## src/rtl/ringvco_meas_pkg.sv

```systemverilog
// Shared types and defaults for the ring-VCO frequency counter.
package ringvco_meas_pkg;

    typedef enum logic [1:0] {
        ST_IDLE    = 2'd0,
        ST_SETTLE  = 2'd1,
        ST_MEASURE = 2'd2,
        ST_HOLD    = 2'd3
    } meas_state_e;

    localparam int unsigned CNT_W_DEF = 16;
    localparam int unsigned WIN_W_DEF = 16;

    // One extra cycle past the synchronizer depth also flushes the edge-detect flop.
    function automatic int unsigned settle_len(input int unsigned sync_stages);
        return sync_stages + 1;
    endfunction

endpackage

```

## src/rtl/ringvco_freq_counter_if.sv

```systemverilog
// Control/result handshake between the scan logic (master) and the counter (slave).
interface ringvco_freq_counter_if
    import ringvco_meas_pkg::*;
#(
    parameter int unsigned CNT_W = CNT_W_DEF,
    parameter int unsigned WIN_W = WIN_W_DEF
) ();

    logic             start;
    logic             cont;
    logic [WIN_W-1:0] win_len;
    logic             busy;
    logic [CNT_W-1:0] count;
    logic             count_valid;
    logic             count_ready;
    logic             overflow;

    modport master (
        output start, cont, win_len, count_ready,
        input  busy, count, count_valid, overflow
    );

    modport slave (
        input  start, cont, win_len, count_ready,
        output busy, count, count_valid, overflow
    );

endinterface

```

## src/rtl/ringvco_sync_edge.sv

```systemverilog
// Multi-flop synchronizer for the asynchronous VCO output plus rising-edge detect.
module ringvco_sync_edge #(
    parameter int unsigned SYNC_STAGES = 2
) (
    input  logic clk,
    input  logic rst_n,
    input  logic d_async,
    output logic edge_o
);

    logic [SYNC_STAGES-1:0] sync_q;
    logic                   s_d_q;

    always_ff @(posedge clk) begin
        if (!rst_n) begin
            sync_q <= '0;
            s_d_q  <= 1'b0;
        end else begin
            sync_q <= {sync_q[SYNC_STAGES-2:0], d_async};
            s_d_q  <= sync_q[SYNC_STAGES-1];
        end
    end

    assign edge_o = sync_q[SYNC_STAGES-1] & ~s_d_q;

endmodule

```

## src/rtl/ringvco_freq_counter.sv

```systemverilog
// Gated rising-edge counter for the ring VCO with a valid/ready result port.
module ringvco_freq_counter
    import ringvco_meas_pkg::*;
#(
    parameter int unsigned CNT_W       = CNT_W_DEF,
    parameter int unsigned WIN_W       = WIN_W_DEF,
    parameter int unsigned SYNC_STAGES = 2
) (
    input  logic                   clk,
    input  logic                   rst_n,
    input  logic                   en,
    input  logic                   vco_in,
    ringvco_freq_counter_if.slave  bus
);

    localparam int unsigned SETTLE_LEN = settle_len(SYNC_STAGES);
    localparam int unsigned SET_W      = $clog2(SETTLE_LEN + 1);

    meas_state_e      state_q, state_d;
    logic [WIN_W-1:0] win_q, win_d;
    logic [WIN_W-1:0] wcnt_q, wcnt_d;
    logic [SET_W-1:0] settle_q, settle_d;
    logic [CNT_W-1:0] cnt_q, cnt_d;
    logic             ovf_q, ovf_d;
    logic             vco_edge;

    ringvco_sync_edge #(
        .SYNC_STAGES(SYNC_STAGES)
    ) u_sync_edge (
        .clk    (clk),
        .rst_n  (rst_n),
        .d_async(vco_in),
        .edge_o (vco_edge)
    );

    always_ff @(posedge clk) begin
        if (!rst_n) begin
            state_q  <= ST_IDLE;
            win_q    <= '0;
            wcnt_q   <= '0;
            settle_q <= '0;
            cnt_q    <= '0;
            ovf_q    <= 1'b0;
        end else begin
            state_q  <= state_d;
            win_q    <= win_d;
            wcnt_q   <= wcnt_d;
            settle_q <= settle_d;
            cnt_q    <= cnt_d;
            ovf_q    <= ovf_d;
        end
    end

    always_comb begin
        state_d  = state_q;
        win_d    = win_q;
        wcnt_d   = wcnt_q;
        settle_d = settle_q;
        cnt_d    = cnt_q;
        ovf_d    = ovf_q;

        if (!en) begin
            state_d = ST_IDLE;
        end else begin
            unique case (state_q)
                ST_IDLE: begin
                    if (bus.start) begin
                        win_d    = bus.win_len;
                        cnt_d    = '0;
                        ovf_d    = 1'b0;
                        settle_d = SET_W'(SETTLE_LEN - 1);
                        state_d  = ST_SETTLE;
                    end
                end
                ST_SETTLE: begin
                    if (settle_q == '0) begin
                        if (win_q == '0) begin
                            state_d = ST_HOLD;
                        end else begin
                            wcnt_d  = win_q;
                            state_d = ST_MEASURE;
                        end
                    end else begin
                        settle_d = settle_q - SET_W'(1);
                    end
                end
                ST_MEASURE: begin
                    if (vco_edge) begin
                        if (cnt_q == '1) ovf_d = 1'b1;
                        else             cnt_d = cnt_q + CNT_W'(1);
                    end
                    // Window counter stops at 1 so it never wraps through zero.
                    if (wcnt_q == WIN_W'(1)) state_d = ST_HOLD;
                    else                     wcnt_d  = wcnt_q - WIN_W'(1);
                end
                ST_HOLD: begin
                    if (bus.count_ready) begin
                        if (bus.cont) begin
                            win_d    = bus.win_len;
                            cnt_d    = '0;
                            ovf_d    = 1'b0;
                            settle_d = SET_W'(SETTLE_LEN - 1);
                            state_d  = ST_SETTLE;
                        end else begin
                            state_d = ST_IDLE;
                        end
                    end
                end
                default: state_d = ST_IDLE;
            endcase
        end
    end

    assign bus.busy        = (state_q != ST_IDLE);
    assign bus.count_valid = (state_q == ST_HOLD);
    assign bus.count       = cnt_q;
    assign bus.overflow    = ovf_q;

endmodule
```

## src/flat_wrapper.sv

```systemverilog
// flat-port wrapper written by rule: the top's interface ports become plain ports
module ringvco_freq_counter_flat import ringvco_meas_pkg::*;
#(
    parameter int unsigned CNT_W       = CNT_W_DEF,
    parameter int unsigned WIN_W       = WIN_W_DEF,
    parameter int unsigned SYNC_STAGES = 2
)
  (clk, rst_n, en, vco_in, bus_start, bus_cont, bus_win_len, bus_count_ready, bus_busy, bus_count, bus_count_valid, bus_overflow);
  ringvco_freq_counter_if #(.CNT_W(CNT_W), .WIN_W(WIN_W)) bus_i ();
  input  logic clk;
  input  logic rst_n;
  input  logic en;
  input  logic vco_in;
  input wire logic [$bits(bus_i.start)-1:0] bus_start;
  input wire logic [$bits(bus_i.cont)-1:0] bus_cont;
  input wire logic [$bits(bus_i.win_len)-1:0] bus_win_len;
  input wire logic [$bits(bus_i.count_ready)-1:0] bus_count_ready;
  output wire logic [$bits(bus_i.busy)-1:0] bus_busy;
  output wire logic [$bits(bus_i.count)-1:0] bus_count;
  output wire logic [$bits(bus_i.count_valid)-1:0] bus_count_valid;
  output wire logic [$bits(bus_i.overflow)-1:0] bus_overflow;
  assign bus_i.start = bus_start;
  assign bus_i.cont = bus_cont;
  assign bus_i.win_len = bus_win_len;
  assign bus_i.count_ready = bus_count_ready;
  assign bus_busy = bus_i.busy;
  assign bus_count = bus_i.count;
  assign bus_count_valid = bus_i.count_valid;
  assign bus_overflow = bus_i.overflow;
  ringvco_freq_counter #(.CNT_W(CNT_W), .WIN_W(WIN_W), .SYNC_STAGES(SYNC_STAGES)) u_core (.clk(clk), .rst_n(rst_n), .en(en), .vco_in(vco_in), .bus(bus_i));
endmodule
```

## config.mk

```make
export PLATFORM = sky130hd
export DESIGN_NAME = ringvco_freq_counter_flat
export DESIGN_NICKNAME = d
export VERILOG_FILES = /design/src/rtl/ringvco_meas_pkg.sv /design/src/rtl/ringvco_freq_counter_if.sv /design/src/rtl/ringvco_sync_edge.sv /design/src/rtl/ringvco_freq_counter.sv /design/src/flat_wrapper.sv
export SDC_FILE = /design/constraint.sdc
export NUM_CORES = 1
export LEC_CHECK = 0
export ABC_AREA = 1
export CAP_MARGIN = 40
export CELL_PAD_IN_SITES_DETAIL_PLACEMENT = 0
export CELL_PAD_IN_SITES_GLOBAL_PLACEMENT = 1
export CORE_UTILIZATION = 40
export CTS_BUF_LIST = sky130_fd_sc_hd__clkbuf_4 sky130_fd_sc_hd__clkbuf_8
export DETAILED_ROUTE_END_ITERATION = 16
export DONT_BUFFER_PORTS = 1
export MAX_ROUTING_LAYER = met4
export PLACE_DENSITY = 0.78
export SYNTH_ARGS = -nofsm -noshare
export SYNTH_HDL_FRONTEND = slang
export SYNTH_SLANG_ARGS = --single-unit
```

## constraint.sdc

```tcl
create_clock -name clk -period 2.4 [get_ports clk]
set_clock_uncertainty 0.15 [all_clocks]
set_input_delay 0.36 -clock clk [delete_from_list [all_inputs] [get_ports clk]]
set_output_delay 0.36 -clock clk [all_outputs]
set_load 0.005 [all_outputs]
```

# Word-level counts from Yosys, hierarchy flattened
# Cells that the tools add are included.
dict set report classes {
  n_bitwise 2
  mux 32
  n_reduce_logical 15
  add_sub_neg 3
  eq_ne 16
}
# op n
set op_table {}
lappend op_table {{$mux W16} 11}
lappend op_table {{$pmux W16 S2} 2}
lappend op_table {{$pmux W16 S3} 1}
lappend op_table {{$add A16 B1 Y16 const B} 1}
lappend op_table {{$eq A16 B1 Y1 const B} 1}
lappend op_table {{$eq A16 B16 Y1 const B} 1}
lappend op_table {{$logic_not A16 Y1} 1}
lappend op_table {{$mux W2} 8}
lappend op_table {{$ne A2 B2 Y1 const B} 8}
lappend op_table {{$sub A16 B1 Y16 const B} 1}
lappend op_table {{$reduce_and A7 Y1} 2}
lappend op_table {{$reduce_and A5 Y1} 2}
lappend op_table {{$pmux W2 S4} 1}
lappend op_table {{$mux W1} 7}
lappend op_table {{$ne A2 B1 Y1 const B} 3}
lappend op_table {{$pmux W2 S3} 1}
lappend op_table {{$reduce_and A6 Y1} 1}
lappend op_table {{$reduce_bool A2 Y1} 3}
lappend op_table {{$reduce_bool A3 Y1} 2}
lappend op_table {{$eq A2 B2 Y1 const B} 2}
lappend op_table {{$logic_not A2 Y1} 2}
lappend op_table {{$reduce_and A4 Y1} 1}
lappend op_table {{$pmux W1 S3} 1}
lappend op_table {{$eq A2 B1 Y1 const B} 1}
lappend op_table {{other kinds (4)} 4}
dict set report totals {
  reg_bits 56
  in_bits 23
  output_inout_bits 19
  elab_cells 76
}

# Depth between registers and ports, before layout
dict set report depth {
  word_depth 4
  ltp_mapped 12
}

# Cells and area by module
# From an unflattened synthesis, not the netlist that was laid out.
dict set report unflattened {
  hier_cells 505
  area_unflattened_um2 3209.3
}
# mod instances area_per_inst_um2 cells_each
set modules_own_cells {}
lappend modules_own_cells {ringvco_freq_counter 1 3116.7 494}
lappend modules_own_cells {ringvco_sync_edge 1 92.6 11}

# Worst setup path before layout
# Ideal clock, no wire load.
dict set report synth_timing {
  path_kind {register to register}
  start {register u_core.state_q[0]}
  end {register u_core.cnt_q[11], in the netlist u_core.bus.count[11]}
  arrival_ns 1.640
  setup_ns 0.070
  t_required_ns 2.180
  path_slack_ns 0.539
  path_stages_with_launch 13
  n_path_buf 1
  cell_sequence {dfxtp_1 -> inv_1 -> ha_1 -> inv_1 -> nor2_1 -> nor2_1 -> nand2_1 -> nor2_4 -> nand2_2 -> nand2_4 -> buf_6 -> nand2_1 -> a21oi_1}
}
dict set report synth_between {
  elab_chain_cells 3
  elab_cells_between_ends 11
  cone_classes {7 x eq/ne; 1 x mux; 3 x reduce/logical}
}
# item line
set synth_lines {}
lappend synth_lines {{start: declaration} ringvco_freq_counter.sv:19} ;# meas_state_e state_q, state_d;
lappend synth_lines {{start signal: assignment} ringvco_freq_counter.sv:45} ;# state_q <= state_d;
lappend synth_lines {{$eq A2 B2 Y1 or $logic_not A2 Y1 (tied branches)} ringvco_freq_counter.sv:65} ;# unique case (state_q)
lappend synth_lines {{$ne A2 B2 Y1 (no line) or $reduce_bool A3 Y1 (tied branches)} -}
lappend synth_lines {{$reduce_and A7 Y1 (no line)} -}
lappend synth_lines {{end signal: assignment} ringvco_freq_counter.sv:49} ;# cnt_q <= cnt_d;
lappend synth_lines {{end: declaration} ringvco_freq_counter.sv:23} ;# logic [CNT_W-1:0] cnt_q, cnt_d;
# Parallel ways exist; a longest one is shown, timed or not.
# A chain may end at the register's enable or synchronous reset.

# Final worst setup path
dict set report layout_timing {
  start {register u_core.state_q[0]}
  end {register u_core.cnt_q[3], in the netlist u_core.bus.count[3]}
}
# The elaborated chain is that of the path after synthesis.

==> flow_summary_export.csv <==
group,metric,value,unit
route,via_per_inst,4.98,
cts,cts_sinks,56,
power,vdd.ir_drop.worst,0.338,mV
sta,setup_tns,0,ps
power,seq_power_share,47.1,%
die,dieArea,0.00840,mm^2
critical_path,worst-path-buf-inv,2,
sta,grt_setup_unrepaired,"no",
yosys,yosys_warnings,0,
placement,dp_slack,299,ps
run_status,status,"finished clean",
min_path,min_path_cells,2,
route,first_pass_iters,4,
global_routing,grt_pass1_vias,2764,
yosys,synth_area,0.00322,mm^2
die,initial_core_util,41.4,%
yosys,ys_types,31,
critical_path,reg2regPathDepth,12,
critical_path,cp_slowest_cell,"dfxtp_1",
power,p_leak,1.49,nW
critical_path,cpMostUsedCell,"nor2_1",
route,drc_errors,0,
global_routing,antenna_found_initial,0,
sta,slew_headroom,62.0,%
cts,cts_root_buf,"clkbuf_8",
final_layout,area_growth,7.43,%
die,io_pins,42,
sta,max_freq,0.471,GHz
die,core,0.00777,mm^2
sta,finalSetupViolCount,0,
global_routing,grt_overflow,0,
yosys,avgSynthCellArea,6.31,um^2
power,switching_share,35.0,%
placement,place_congestion,0.838,
global_routing,grt_max_degree,31,
final_layout,fin_nets,547,
cts,cts_buffers,5,
cts,postCtsSetupBuffers,0,
yosys,synth-seq-area-share,34.9,%
power,p_clk_share,25.5,%
power,internal_power,1.44,mW
final_layout,antenna_cells,0,
critical_path,cp_max_fo,19,
critical_path,cp.required,2460,ps
die,die-height,91.7,um
sta,finalMaxSlewViolations,0,
placement,portBuffers,0,
power,power_density,640,mW/mm^2
critical_path,worstSetupPathType,"flop to flop",
sta,fin_crit_sh,88.5,%
die,die_w,91.7,um
sta,hold_viol,0,
critical_path,worstSetupEndpointType,"flop",
route,via_count,3073,
critical_path,start_kind,"flop",
cts,htree_levels,2,
cts,clkTransAtPathRegs,100,ps
yosys,yosysTopAreaCellShare,34.9,%
min_path,hp-class,"input port to flop",
global_routing,track_usage,20.7,%
power,power_switching,0.773,mW
cts,clk_latency,310,ps
cts,cts_buffer_depth,2,
sta,worst_pin_slew,570,ps
yosys,synth_nets,543,
final_layout,final_cell_mix,"nand2_1, nor2_1, dfxtp_1, inv_1, a21oi_1",
critical_path,max_stage_delay,400,ps
sta,fin_hold_ws,11.8,ps
power,p_comb_share,27.3,%
route,first_iter_violations,182,
die,rows,32,
placement,dp_hpwl,5950,um
global_routing,grt_pass1_wl,13600,um
final_layout,drive_gt1_share,5.83,%
final_layout,final_common_cell,"nand2_1",
yosys,synth_top_area_cell,"dfxtp_1",
yosys,synth_cells,510,
flow_run,maxCapViolCount,0,
sta,fin_ws,277,ps
critical_path,path_delay_family,"simple AND/OR/NAND/NOR gates",
cts,cts_tree,"yes",
route,wl_per_cell,13.0,um
route,routed_wl,8040,um
cts,cts_resized,0,
critical_path,crit_chain,"inv_1 -> ha_1 -> inv_1 -> nor2_1 -> nor2_1 -> nand2_1 -> nor2_4 -> nand2_2 -> nand2_4 -> nand3_1 -> nand2_1 -> nor2_1",
final_layout,nFillCells,884,
critical_path,cp_num_cells,12,
yosys,ys_top_cells_by_area,"dfxtp_1, nand2_1, nor2_1",
yosys,ys_ff_latch,56,
critical_path,arrival,2190,ps
route,final_antenna_net_count,0,
sta,fin_crit,2120,ps
==> state kept, by name, summed over array words and instances, names as in the netlist <==
signal / flops
u_core.bus.count: 16
u_core.wcnt_q: 16
u_core.win_q: 16
u_core.settle_q: 2
u_core.state_q: 2
u_core.u_sync_edge.sync_q: 2
u_core.bus.overflow: 1
u_core.u_sync_edge.s_d_q: 1
==> power by group through the flow <==
stage	sequential [mW]	clock (mW)	combinational [mW]
floorplan	1.05	0	0.488
global placement	1.06	0	0.594
detailed placement	1.06	0	0.599
CTS	1.04	0.583	0.606
global route	1.05	0.609	0.712
finish	1.04	0.565	0.604
==> cell usage after synthesis <==
cell,number
clkbuf_1,10
a21oi_1,42
a211oi_1,1
or2_2,1
nand3b_1,1
nand4_1,4
buf_6,2
nand2_1,129
nand2_4,1
clkinv_1,2
o21ai_0,32
o21a_1,2
nor2_2,3
buf_4,2
nor2_1,103
dfxtp_1,56
a31oi_1,2
nor2_4,1
nand3_1,37
o21bai_1,1
nand2_2,3
inv_2,1
nor3_1,3
nand4_2,1
inv_1,48
xnor2_1,1
buf_2,1
nor3_4,1
nor3b_1,1
ha_1,10
xor2_1,8
==> routing by layer <==
layer / vias up / global-route usage [%] / share of wire (%)
li1: 1625 / - / -
met1: 1384 / 29.1 / 51
met2: 56 / 30.8 / 43
met3: 8 / 3.40 / 4.1
met4: 0 / 5.16 / 1.5
met5: - / - / 0
==> kinds of logic after synthesis <==
logic type,Yosys count,synth area share [%]
buffers and inverters,66,8.44
flip-flops,56,34.9
AND/OR/NAND/NOR,289,37.5
adder cells (fa/ha/maj),10,3.89
AO/OA/AOI/OAI,80,12.8
XOR/XNOR,9,2.45
==> final timing paths <==
path,from,end,slack (ps)
setup / recovery,u_core.state_q[0],u_core.bus.count[3],280
hold / removal,rst_n,u_core.wcnt_q[11],10
setup reg to reg,u_core.state_q[0],u_core.bus.count[3],280
hold reg to reg,u_core.u_sync_edge.sync_q[0],u_core.u_sync_edge.sync_q[1],270
==> stage by stage <==
| step | utilization, % | power (mW) | cell area (um^2) | cells |
|---|---|---|---|---|
| 2_1_floorplan | - | 1.54 | 3220 | 510 |
| 3_3_place_gp | 43.0 | 1.65 | 3340 | 607 |
| 3_5_place_dp | 43.0 | 1.66 | 3340 | 607 |
| 4_1_cts | 44.5 | 2.23 | 3450 | 617 |
| 5_1_grt | 44.5 | 2.37 | 3450 | 617 |
| 6_report | 44.5 | 2.21 | 3450 | 617 |
==> cell type report <==
type	count	area (um^2)	area share (%)
flip-flops and latches	56	1120	32.5
inverters	51	191	5.54
well taps	102	128	3.69
clock buffers	6	82.6	2.39
multi-input cells	388	1820	52.8
clock inverters	2	13.8	0.398
repair buffers	12	95.1	2.75
==> timing repair <==
item                                    in CTS  in global routing
endpoints found under the hold margin        5                  0
endpoints found under the setup margin       0                  0
hold buffers                                 2                  0
No activity file was read; power rests on OpenSTA's default activity.
